`config.mk`:
```
export PLATFORM = sky130hd
export DESIGN_NAME = uart_rx_sink
export DESIGN_NICKNAME = d
export VERILOG_FILES = /design/src/rtl/uart_rx_pkg.sv /design/src/rtl/uart_rx_fifo.sv /design/src/rtl/uart_rx_sink.sv
export SDC_FILE = /design/constraint.sdc
export NUM_CORES = 1
export LEC_CHECK = 0
export ABC_AREA = 1
export BUFFER_PORTS_ARGS = -buffer_cell sky130_fd_sc_hd__buf_4
export CAP_MARGIN = 10
export CELL_PAD_IN_SITES_DETAIL_PLACEMENT = 1
export CELL_PAD_IN_SITES_GLOBAL_PLACEMENT = 1
export CORE_UTILIZATION = 30
export DETAILED_ROUTE_END_ITERATION = 7
export PLACE_DENSITY_LB_ADDON = 0.1
export SLEW_MARGIN = 20
export SYNTH_ARGS = -nofsm -noshare
export SYNTH_HDL_FRONTEND = slang
export SYNTH_SLANG_ARGS = --single-unit
```
`constraint.sdc`:
```
create_clock -name clk -period 2.5 [get_ports clk]
set_input_delay 0.25 -clock clk [delete_from_list [all_inputs] [get_ports clk]]
set_output_delay 0.25 -clock clk [all_outputs]
set_load 0.02 [all_outputs]
```
`src/rtl/uart_rx_pkg.sv`:
```
// Shared types and helpers for the 8N1 UART receive sink.
package uart_rx_pkg;

    typedef enum logic [2:0] {
        ST_WAIT_HIGH,
        ST_IDLE,
        ST_START,
        ST_DATA,
        ST_STOP
    } uart_rx_state_t;

    localparam int DATA_BITS = 8;
    localparam int STOP_BITS = 1;

    // Rounded to the nearest integer so the sample point drifts as little as possible.
    function automatic int clks_per_bit(input int clk_hz, input int baud);
        return (clk_hz + baud / 2) / baud;
    endfunction

endpackage

```
`src/rtl/uart_rx_fifo.sv`:
```
// Synchronous FIFO with a registered head word; push is accepted when full only alongside a pop.
module uart_rx_fifo #(
    parameter int WIDTH = 8,
    parameter int DEPTH = 16
) (
    input  logic                       clk,
    input  logic                       rst_n,
    input  logic                       i_push,
    input  logic [WIDTH-1:0]           i_wdata,
    output logic                       o_full,
    input  logic                       i_pop,
    output logic                       o_empty,
    output logic [$clog2(DEPTH):0]     o_count,
    output logic [WIDTH-1:0]           o_rdata
);

    localparam int AW = $clog2(DEPTH);
    localparam int CW = AW + 1;
    localparam logic [CW-1:0] FULL_CNT = CW'(DEPTH);

    logic [WIDTH-1:0] mem_q [DEPTH];
    logic [WIDTH-1:0] mem_d [DEPTH];
    logic [AW-1:0]    wr_ptr_q, wr_ptr_d;
    logic [AW-1:0]    rd_ptr_q, rd_ptr_d;
    logic [AW-1:0]    rd_next;
    logic [CW-1:0]    count_q, count_d;
    logic [WIDTH-1:0] rdata_q, rdata_d;
    logic             push_en;
    logic             pop_en;

    assign o_full  = (count_q == FULL_CNT);
    assign o_empty = (count_q == '0);
    assign o_count = count_q;
    assign o_rdata = rdata_q;
    assign rd_next = rd_ptr_q + AW'(1);

    always_comb begin
        pop_en   = i_pop && (count_q != '0);
        push_en  = i_push && ((count_q != FULL_CNT) || pop_en);
        mem_d    = mem_q;
        wr_ptr_d = wr_ptr_q + AW'(push_en);
        rd_ptr_d = rd_ptr_q + AW'(pop_en);
        count_d  = count_q;
        rdata_d  = rdata_q;
        if (push_en) begin
            mem_d[wr_ptr_q] = i_wdata;
        end
        case ({push_en, pop_en})
            2'b10:   count_d = count_q + CW'(1);
            2'b01:   count_d = count_q - CW'(1);
            default: count_d = count_q;
        endcase
        // Head register tracks the oldest word; it reads the slot after rd_ptr because
        // a full push+pop may overwrite the slot being popped.
        if (push_en && (count_q == '0)) begin
            rdata_d = i_wdata;
        end else if (pop_en) begin
            if (count_q > CW'(1)) begin
                rdata_d = mem_q[rd_next];
            end else if (push_en) begin
                rdata_d = i_wdata;
            end
        end
    end

    always_ff @(posedge clk) begin
        mem_q <= mem_d;
    end

    always_ff @(posedge clk) begin
        if (!rst_n) begin
            wr_ptr_q <= '0;
            rd_ptr_q <= '0;
            count_q  <= '0;
            rdata_q  <= '0;
        end else begin
            wr_ptr_q <= wr_ptr_d;
            rd_ptr_q <= rd_ptr_d;
            count_q  <= count_d;
            rdata_q  <= rdata_d;
        end
    end

endmodule

```
`src/rtl/uart_rx_sink.sv`:
```
// 8N1 UART receiver: synchronizer, bit-timing FSM and shift register feeding a byte FIFO.
module uart_rx_sink
    import uart_rx_pkg::*;
#(
    parameter int CLK_FREQ_HZ = 50_000_000,
    parameter int BAUD        = 115200,
    parameter int FIFO_DEPTH  = 16
) (
    input  logic                          clk,
    input  logic                          rst_n,
    input  logic                          i_rx,
    output logic [7:0]                    o_data,
    output logic                          o_valid,
    input  logic                          i_ready,
    output logic [$clog2(FIFO_DEPTH):0]   o_count,
    output logic                          o_busy,
    output logic                          o_frame_err,
    output logic                          o_overrun
);

    localparam int CPB   = clks_per_bit(CLK_FREQ_HZ, BAUD);
    localparam int HALF  = CPB / 2;
    localparam int CNT_W = $clog2(CPB);
    localparam int IDX_W = $clog2(DATA_BITS);
    localparam logic [CNT_W-1:0] BIT_LAST  = CNT_W'(CPB - 1);
    localparam logic [CNT_W-1:0] HALF_LAST = CNT_W'(HALF - 1);
    localparam logic [IDX_W-1:0] IDX_LAST  = IDX_W'(DATA_BITS - 1);

    uart_rx_state_t         state_q, state_d;
    logic                   rx_meta_q, rx_meta_d;
    logic                   rx_s_q, rx_s_d;
    logic [1:0]             sync_fill_q, sync_fill_d;
    logic [CNT_W-1:0]       cnt_q, cnt_d;
    logic [IDX_W-1:0]       idx_q, idx_d;
    logic [DATA_BITS-1:0]   shift_q, shift_d;
    logic                   frame_err_q, frame_err_d;
    logic                   overrun_q, overrun_d;
    logic                   push;
    logic                   pop;
    logic                   fifo_full;
    logic                   fifo_empty;

    assign o_valid     = !fifo_empty;
    assign pop         = o_valid && i_ready;
    assign o_busy      = (state_q == ST_START) || (state_q == ST_DATA) || (state_q == ST_STOP);
    assign o_frame_err = frame_err_q;
    assign o_overrun   = overrun_q;

    always_comb begin
        rx_meta_d   = i_rx;
        rx_s_d      = rx_meta_q;
        // The synchronizer holds reset values for two cycles; don't trust rx_s until it is refilled.
        sync_fill_d = {sync_fill_q[0], 1'b1};
        state_d     = state_q;
        cnt_d       = cnt_q;
        idx_d       = idx_q;
        shift_d     = shift_q;
        frame_err_d = 1'b0;
        overrun_d   = 1'b0;
        push        = 1'b0;
        case (state_q)
            ST_WAIT_HIGH: begin
                if (sync_fill_q[1] && rx_s_q) begin
                    state_d = ST_IDLE;
                end
            end
            ST_IDLE: begin
                if (!rx_s_q) begin
                    state_d = ST_START;
                    cnt_d   = '0;
                end
            end
            ST_START: begin
                if (cnt_q == HALF_LAST) begin
                    cnt_d   = '0;
                    idx_d   = '0;
                    state_d = rx_s_q ? ST_IDLE : ST_DATA;
                end else begin
                    cnt_d = cnt_q + CNT_W'(1);
                end
            end
            ST_DATA: begin
                if (cnt_q == BIT_LAST) begin
                    cnt_d          = '0;
                    shift_d[idx_q] = rx_s_q;
                    if (idx_q == IDX_LAST) begin
                        state_d = ST_STOP;
                    end else begin
                        idx_d = idx_q + IDX_W'(1);
                    end
                end else begin
                    cnt_d = cnt_q + CNT_W'(1);
                end
            end
            ST_STOP: begin
                if (cnt_q == BIT_LAST) begin
                    cnt_d = '0;
                    if (rx_s_q) begin
                        push      = 1'b1;
                        overrun_d = fifo_full && !pop;
                        state_d   = ST_IDLE;
                    end else begin
                        // Stop bit low: treat as break, wait for the line to recover.
                        frame_err_d = 1'b1;
                        state_d     = ST_WAIT_HIGH;
                    end
                end else begin
                    cnt_d = cnt_q + CNT_W'(1);
                end
            end
            default: state_d = ST_WAIT_HIGH;
        endcase
    end

    always_ff @(posedge clk) begin
        if (!rst_n) begin
            state_q     <= ST_WAIT_HIGH;
            rx_meta_q   <= 1'b1;
            rx_s_q      <= 1'b1;
            sync_fill_q <= 2'b00;
            cnt_q       <= '0;
            idx_q       <= '0;
            shift_q     <= '0;
            frame_err_q <= 1'b0;
            overrun_q   <= 1'b0;
        end else begin
            state_q     <= state_d;
            rx_meta_q   <= rx_meta_d;
            rx_s_q      <= rx_s_d;
            sync_fill_q <= sync_fill_d;
            cnt_q       <= cnt_d;
            idx_q       <= idx_d;
            shift_q     <= shift_d;
            frame_err_q <= frame_err_d;
            overrun_q   <= overrun_d;
        end
    end

    uart_rx_fifo #(
        .WIDTH (DATA_BITS),
        .DEPTH (FIFO_DEPTH)
    ) u_fifo (
        .clk     (clk),
        .rst_n   (rst_n),
        .i_push  (push),
        .i_wdata (shift_q),
        .o_full  (fifo_full),
        .i_pop   (pop),
        .o_empty (fifo_empty),
        .o_count (o_count),
        .o_rdata (o_data)
    );

endmodule
```
* Yosys cells after proc, flatten, opt, wreduce, memory -nomap -nowiden *
Index checks and enable logic that the tools add are counted.

operators by class
  bitwise logic cells = 2
  shift-type cells = 0
  magnitude comparators = 6
  $mul = 0
  multiplexer cells = 36
  div/mod/pow operators = 0
  reduce and logical (&&, ||, !) cells = 29
  add/sub/neg operators = 7
  equality and inequality tests = 18

operators with widths
  cell                                                 count
  bitwise mux 128 bit                                  1
  two-way mux 8 bit                                    7
  binary-select mux 8 bit (select 4 bit)               1
  demux 8 bit (select 4 bit)                           1
  two-way mux 3 bit                                    9
  two-way mux 9 bit                                    3
  one-hot mux 9 bit (3 select lines)                   1
  one-hot mux 3 bit (5 select lines)                   1
  >= comparator 5 bit, second input constant           2
  NOT 4 -> 5 bit                                       2
  one-hot mux 5 bit (2 select lines)                   1
  adder 9 x 1 -> 9 bit, second input constant          1
  equality test 9 x 8 -> 1 bit, second input constant  1
  equality test 9 bit, second input constant           1
  adder 4 x 1 -> 4 bit                                 2
  bitwise mux 8 bit                                    1
  logical AND 1 bit                                    8
  != test 2 x 1 -> 1 bit, second input constant        4
  AND reduction 4 bit                                  2
  two-way mux 1 bit                                    7
  equality test 3 x 2 -> 1 bit, second input constant  2
  equality test 3 bit, second input constant           2
  != test 2 bit, second input constant                 3
  one-hot mux 3 bit (2 select lines)                   1
  26 further kinds                                     34

storage, ports and cells
  memories = 0
  bits in writable memories = 0
  bits in latches = 0
  bits of input ports = 4
  word-level logic and storage cells = 128
  flip-flop bits (word level) = 178
  memory bits (read-only) = 0

* Depth between registers and ports, before layout *
Gate-level depths: netlist of run 1.

  depth after elaboration = 10
  depth in mapped cells = 14

* Modules after synthesis *
From an unflattened synthesis of run 1, not the netlist that was laid out.

unflattened totals
  cells, all modules = 894
  area total of the unflattened synthesis = 8201.6 um^2

by module, submodules not included
  module        instances  area each (um^2)  seq. area each (um^2)  cells an instance
  uart_rx_fifo  1          6620.1            4264.1                 670
  uart_rx_sink  1          1581.5            580.6                  224

* Worst setup path after synthesis of run 1 *
OpenSTA, ideal clock, no wires.

  kind = reg-to-reg
  start point = reg u_fifo.count_q[0] (netlist: u_fifo.o_count[0])
  end point = reg u_fifo.mem_q[24] in the netlist's numbering, enable pin
  buffers on the path = 0
  stages on the path, launching flop included = 8
  arrival time = 1.705 ns
  slack = 0.425 ns
  library setup time = 0.370 ns
  cells stage by stage = dfxtp_1 -> inv_1 -> ha_1 -> nand3_1 -> nand3_2 -> inv_1 -> nand3_1 -> nor2_1

on the way
  longest elaborated chain between the ends = 6

RTL lines
  element                 RTL line            source
  from (decl)             uart_rx_fifo.sv:26  logic [CW-1:0] count_q, count_d;
  from (signal assigned)  uart_rx_fifo.sv:79  count_q <= count_d;
  zero test 5 bit         uart_rx_fifo.sv:32  assign o_empty = (count_q == '0);
  zero test 1 bit         uart_rx_sink.sv:43  assign o_valid = !fifo_empty;
  logical AND 1 bit       uart_rx_sink.sv:44  assign pop = o_valid && i_ready;
  logical AND 1 bit       uart_rx_fifo.sv:38  pop_en = i_pop && (count_q != '0);
  logical OR 1 bit *      uart_rx_fifo.sv:39  push_en = i_push && ((count_q != FULL_CNT) || pop_en);
  logical AND 1 bit *     uart_rx_fifo.sv:39
  to (signal assigned)    uart_rx_fifo.sv:67  mem_q <= mem_d;
  to (decl)               uart_rx_fifo.sv:21  logic [WIDTH-1:0] mem_q [DEPTH];

Every way passes the cells marked *; elsewhere a longest branch is shown, timed or not.
A chain may end at the register's enable or synchronous reset.

* Worst setup path in the final report of run 1 *
  start point = reg cnt_q[1]
  end point = reg u_fifo.mem_q[63] in the netlist's numbering, enable pin

on the way
  longest elaborated chain between the ends = 4

RTL lines
  element                 RTL line             source
  from (decl)             uart_rx_sink.sv:33   logic [CNT_W-1:0] cnt_q, cnt_d;
  from (signal assigned)  uart_rx_sink.sv:131  cnt_q <= cnt_d;
  equality test 9 bit     uart_rx_sink.sv:96   if (cnt_q == BIT_LAST) begin
  two-way mux 1 bit       uart_rx_sink.sv:96
  two-way mux 1 bit       uart_rx_sink.sv:61   case (state_q)
  logical AND 1 bit       uart_rx_fifo.sv:39

Every way passes these cells.

==> results of run 1 <==
-- per-stage QoR --
stage,hold slack [ns],total power (uW),area [um2],util
after CTS,0.0811,8350,9540,0.362
after global placement,0.396,5370,8880,0.337
after floorplan,0.278,4690,8130,-
after global routing,0.0908,8660,9540,0.362
final,0.0918,8220,9540,0.362
after detailed placement,0.403,5370,8880,0.337
-- cells in the final DEF (no fill, tap or decap), types with 2 or more instances in the layout --
cell / synthesis / routed
xnor2_1: 2 / 2
nor2_4: 2 / 2
or2_2: 2 / 2
bufinv_16: 0 / 4
nand2_1: 236 / 236
inv_8: 0 / 4
buf_4: 0 / 60
a21oi_1: 34 / 34
nor2_2: 3 / 3
nand3_2: 3 / 3
nor2_1: 62 / 62
clkinvlp_4: 0 / 2
nand3_1: 120 / 120
xor2_1: 3 / 3
clkbuf_16: 0 / 17
edfxtp_1: 128 / 128
a21oi_2: 2 / 2
ha_1: 15 / 15
nand2_2: 5 / 5
o21ai_0: 25 / 25
nor3_1: 5 / 5
nand2_4: 2 / 2
dfxtp_1: 50 / 49
inv_6: 0 / 3
inv_1: 152 / 152
clkinv_1: 2 / 3
-- timing repair --
item | in CTS | in global routing
hold buffers | 1 | 0
endpoints found under the hold margin | 1 | 0
buffers inserted | 0 | 0
-- flip-flops by register name, indices dropped and copies added (netlist names), 2 cells and up --
name / cells
cnt_q: 9
idx_q: 3
shift_q: 8
state_q: 3
sync_fill_q: 2
u_fifo.mem_q: 128
u_fifo.o_count: 5
u_fifo.o_rdata: 8
u_fifo.rd_ptr_q: 4
u_fifo.wr_ptr_q: 4
-- final cells by class --
cell class / instances / area [um2]
flip-flops and latches: 178 / 4850
clock inverters: 15 / 219
clock buffers: 17 / 425
multi-input cells: 534 / 2560
fillers: 3048 / 16800
inverters: 155 / 582
well taps: 335 / 419
repair buffers: 62 / 480
-- metal layers --
| metal | global-route usage | part of all wire | vias to the layer above |
|---|---|---|---|
| met3 | 0.0349 | 0.023 | 26 |
| met5 | 0 | 0 | - |
| met1 | 0.227 | 0.47 | 2810 |
| met2 | 0.309 | 0.50 | 56 |
| met4 | 0.0499 | 0.016 | 0 |
| li1 | - | - | 2986 |
-- kinds of logic after synthesis --
logic type | count (synthesis)
AOI/OAI and AO/OA | 67
xor gates and xnor gates | 7
adders and majority gates | 15
buffers and inverters | 185
DFF | 178
and+or+nand+nor | 445
-- worst max-delay path by stage --
stage	slack [ns]	startpoint	endpoint	depth (start not counted)
floorplan	0.42	u_fifo.o_count[0]	u_fifo.mem_q[24]	7
global placement	0.34	cnt_q[1]	u_fifo.mem_q[57]	11
detailed placement	0.31	cnt_q[1]	u_fifo.mem_q[57]	11
CTS	0.25	cnt_q[1]	u_fifo.mem_q[107]	11
global route	0.05	cnt_q[1]	u_fifo.o_count[2]	14
finish	0.31	cnt_q[1]	u_fifo.mem_q[63]	11
-- power groups by stage --
stage | registers, uW | clock network [uW] | logic [uW]
2_1_floorplan | 3330 | 0 | 1350
3_3_place_gp | 3320 | 0 | 2050
3_5_place_dp | 3330 | 0 | 2040
4_1_cts | 3260 | 3040 | 2060
5_1_grt | 3270 | 3140 | 2250
6_report | 3260 | 2970 | 1990
==> impl_metrics.toml, run 1 <==
[yosys]
ys_ff_latch = 178
async_flop_share = 0
yosys_warnings = 0
netlist.area_leader.share = 0.473
ys_types = 39
yosysMostFrequentCell = "nand2_1"
synth_largest_area_cell = "edfxtp_1"
synth_nets = 916
synth_top_family_by_area = "simple AND/OR/NAND/NOR gates"
yosys_most_used_dff = "edfxtp_1"
seq_area_frac_synth = 0.596
synth_fa_ha_area_frac = 0.0231
synth-xor-area-share = 0.00939
synth-compound-area-share = 0.0445
synth_edf_count = 128
yosys.area_share.simple = 0.238
synthCells = 897
synth_area_um2 = 8130
synth_mux_area_frac = 0
synthTopCellsByCount = "236 x nand2_1, 152 x inv_1, 128 x edfxtp_1, 120 x nand3_1, 62 x nor2_1"
synth.area.top_cells = "edfxtp_1 47%, dfxtp_1 12%, nand2_1 11%"
syn_avg_cell_area_um2 = 9.07

[worst_setup_path]
r2r_end = "u_fifo.mem_q[63]"
critPathMaxStageDelay_ns = 0.32
path_max_fanout = 8
crit_path_frequent_cell = "inv_1"
cp.arrival_ns = 2.35
worst-path-buf-inv = 4
r2r_cells = 11
worstPathRequired_ns = 2.66
cpMaxStageDelayCell = "dfxtp_1"
critPathLaunchType = "flop"
reg2reg_slack_ns = 0.31
critical_path_class = "flop to flop"
endpoint_kind = "flop"
crit_family = "simple AND/OR/NAND/NOR gates"
r2r_start = "cnt_q[1]"
crit_chain = "inv_1, ha_1, nand2_1, clkinv_1, nand2_2, nor2_8, nand3_2, inv_1, nand3_1, nor2_1, buf_4"

[final_layout]
syn2layout_area_growth_pct = 17.3
final_cells = 1296
nets = 967
drive_above_1_share = 0.124
diodes = 0

[power_and_ir_drop]
power.density_nw_per_um2 = 862
p_leak_uw = 0.00401
clockPowerShare = 0.362
swShare = 0.331
p_int_uw = 5500
irDropWorstVdd_v = 0.000368
switching_power_uw = 2720
p_comb_frac = 0.242
seqPwrFrac = 0.396

[detailed_routing]
route.vias.total = 5878
wire_per_inst_um = 18.0
drc = 0
viasPerCell = 4.54
ant_nets = 0
drt_iter0_drc = 296
wirelength_um = 23400
firstDrtPassIters = 5

[clocking]
clk_path_buf_depth = 2
ctsResizeCount = 0
cts-buffers-inserted = 17
htreeDepth = 4
clk_pin_slew_ns = 0.08
cts_root_buf = "clkbuf_16"
clk_latency_ns = 0.44
cts_tree = "done"
clock_sinks = 178

[grt]
antenna_found_initial = 0
track_usage = 0.179
grt_pass1_vias = 6252
grt_overflow = 0
grt_first_pass_wirelength_um = 36800
grt_max_degree = 37

[floorplanning]
start_util = 0.309
die_y_um = 167
num_io_pins = 21
coreArea_um2 = 26400
dieArea_um2 = 27800
std_cell_rows = 59
die_w_um = 167

[place]
place_ws_ns = 0.309
dp_cells = 1263
place.port_buffers = 20
gp_congestion = 0.773
hpwl_um = 16600

[timing]
period_minus_slack_ns = 2.19
hold_viol = 0
setup_tns_ns = 0
fin_ws_ns = 0.312
tightestPinTransition_ns = 0.887
clock_skew_ns = 0.0162
period_share = 0.875
finalSetupViolations = 0
rsz0062_at_grt = "no"
slew_viol_final = 0
max_slew_margin = 0.406
max_freq_ghz = 0.457

[hold_path]
hold_path_end = "sync_fill_q[0]"
min_path_type = "input pin to flop"
hold_path_depth = 1
hp-start = "rst_n"

[status]
run_status = "finished, final reports clean"

[flow_run]
cap_violations = 0
Power figures use the tool's default switching activity.
==> inputs of run 2 (changes only) <==
--- a/config.mk
+++ b/config.mk
@@ -12,6 +12,7 @@
 export CELL_PAD_IN_SITES_GLOBAL_PLACEMENT = 1
 export CORE_UTILIZATION = 30
 export DETAILED_ROUTE_END_ITERATION = 7
+export GPL_ROUTABILITY_DRIVEN = 0
 export PLACE_DENSITY_LB_ADDON = 0.1
 export SLEW_MARGIN = 20
 export SYNTH_ARGS = -nofsm -noshare
==> constraint.sdc (replaced) <==
create_clock -name clk -period 2.5 [get_ports clk]
set_input_delay 0.625 -clock clk [delete_from_list [all_inputs] [get_ports clk]]
set_output_delay 0.625 -clock clk [all_outputs]
set_load 0.02 [all_outputs]
==> impl_metrics.toml, run 2 (synthesis results as in run 1) <==
[status]
run_status = "finished, final reports clean"

[grt]
grt_max_degree = 68
grt_first_pass_wirelength_um = 35800
grt_pass1_vias = 6106
antenna_found_initial = 0
track_usage = 0.174
grt_overflow = 0

[clocking]
cts_tree = "done"
cts-buffers-inserted = 17
post_cts_buffers = 0
clk_pin_slew_ns = 0.07
ctsResizeCount = 0
clk_path_buf_depth = 2
cts_hold_buf = 0
clk_latency_ns = 0.44
clock_sinks = 178
cts_root_buf = "clkbuf_16"
htreeDepth = 4

[detailed_routing]
drt_iter0_drc = 277
route.vias.total = 5915
firstDrtPassIters = 4
drc = 0
ant_nets = 0
wirelength_um = 23100
viasPerCell = 4.59
wire_per_inst_um = 17.9

[final_layout]
final_cell_area_um2 = 9430
diodes = 0
nets = 961
drive_above_1_share = 0.120
largest_reg_flops = 128
final_cell_mix = "236 x nand2_1, 152 x inv_1, 128 x edfxtp_1, 120 x nand3_1, 62 x nor2_1"
layout_commonest_cell = "nand2_1"
largestRegisters = "u_fifo.mem_q (128), cnt_q (9)"
regMostFlops = "u_fifo.mem_q"
fillers = 3027
syn2layout_area_growth_pct = 15.9

[hold_path]
min_path_type = "input pin to flop"
hold_path_depth = 2
hold_path_end = "rx_meta_q"
hp-start = "i_rx"

[timing]
period_share = 0.889
slew_viol_final = 0
rsz0062_at_grt = "no"
max_freq_ghz = 0.450
clock_skew_ns = 0.0143
finalSetupViolations = 0
tightestPinTransition_ns = 0.941
hold_viol = 0
max_slew_margin = 0.369
setup_tns_ns = 0
period_minus_slack_ns = 2.22

[floorplanning]
die_y_um = 167
dieArea_um2 = 27800
coreArea_um2 = 26400
num_io_pins = 21
start_util = 0.309
std_cell_rows = 59
die_w_um = 167

[power_and_ir_drop]
power.density_nw_per_um2 = 830
irDropWorstVdd_v = 0.000417
p_leak_uw = 0.00395

[worst_setup_path]
critical_path_class = "flop to output port"
r2r_end = "u_fifo.o_rdata[7]"
r2r_cells = 7
r2r_start = "u_fifo.rd_ptr_q[1]"
critPathLaunchType = "flop"
reg2reg_slack_ns = 0.32
worstPathRequired_ns = 1.88
path_max_fanout = 6
cp.arrival_ns = 1.60
endpoint_kind = "output port"

[place]
hpwl_um = 16000
place_area_um2 = 8860
place.port_buffers = 20

[flow_run]
cap_violations = 0
[run 2: changes by cell type in the layout (fill, tap and decap cells not counted)]
cell	before	now
bufinv_16	4	0
clkinv_2	0	1
clkinv_8	0	1
clkinv_1	3	2
buf_4	60	54
clkinv_4	1	3
buf_12	1	2
dlygate4sd3_1	1	0
inv_8	4	5
[run 2: through the flow]
step                      setup slack [ns]  utilization  hold WS, ns  instances  power (uW)
after floorplan                      0.425            -        0.390        897        4690
after global placement               0.333        0.336        0.398       1258        5340
after detailed placement             0.298        0.336        0.400       1258        5340
after CTS                            0.246        0.358        0.355       1290        7940
after global routing                0.0123        0.358        0.359       1290        8260
final                                0.277        0.358        0.373       1290        7830
[run 2: how the worst max path moves through the flow]
stage / from / end / cells past startpoint
after global placement: cnt_q[1] / u_fifo.mem_q[60] / 11
after detailed placement: cnt_q[1] / u_fifo.mem_q[52] / 11
after CTS: state_q[2] / o_busy / 6
final: state_q[2] / o_busy / 6
after global routing: u_fifo.o_count[0] / u_fifo.o_count[4] / 12
after floorplan: u_fifo.o_count[0] / u_fifo.mem_q[24] / 7
[run 2: cell type report]
class,instances,area [um2],area share
inverters,155,582,0.0617
well taps,335,419,0.0445
clock buffers,17,425,0.0451
repair buffers,56,445,0.0472
multi-input cells,534,2560,0.272
clock inverters,15,145,0.0154
flip-flops and latches,178,4850,0.514
[run 2: routing by layer]
layer / up-vias / part of all wire / GRT usage
met5: - / 0 / 0
met4: 0 / 0.013 / 0.0499
met3: 21 / 0.030 / 0.0273
met2: 68 / 0.49 / 0.298
met1: 2856 / 0.47 / 0.226
li1: 2970 / - / -
[run 2: worst max-delay path, cell delays in order (launching register included)]
cell and delay, ns:
dfxtp_1 0.40, inv_1 0.09, nand3_1 0.19, nand2_1 0.11
nor2_1 0.16, inv_1 0.07, buf_4 0.16
[run 2: where the power goes]
part           total, uW  internal [uW]  switching [uW]  leakage, uW
logic               1970            580            1390      0.00178
clock network       2590           1330            1270     0.000277
registers           3260           3190            73.6      0.00190
total               7830           5090            2730      0.00395
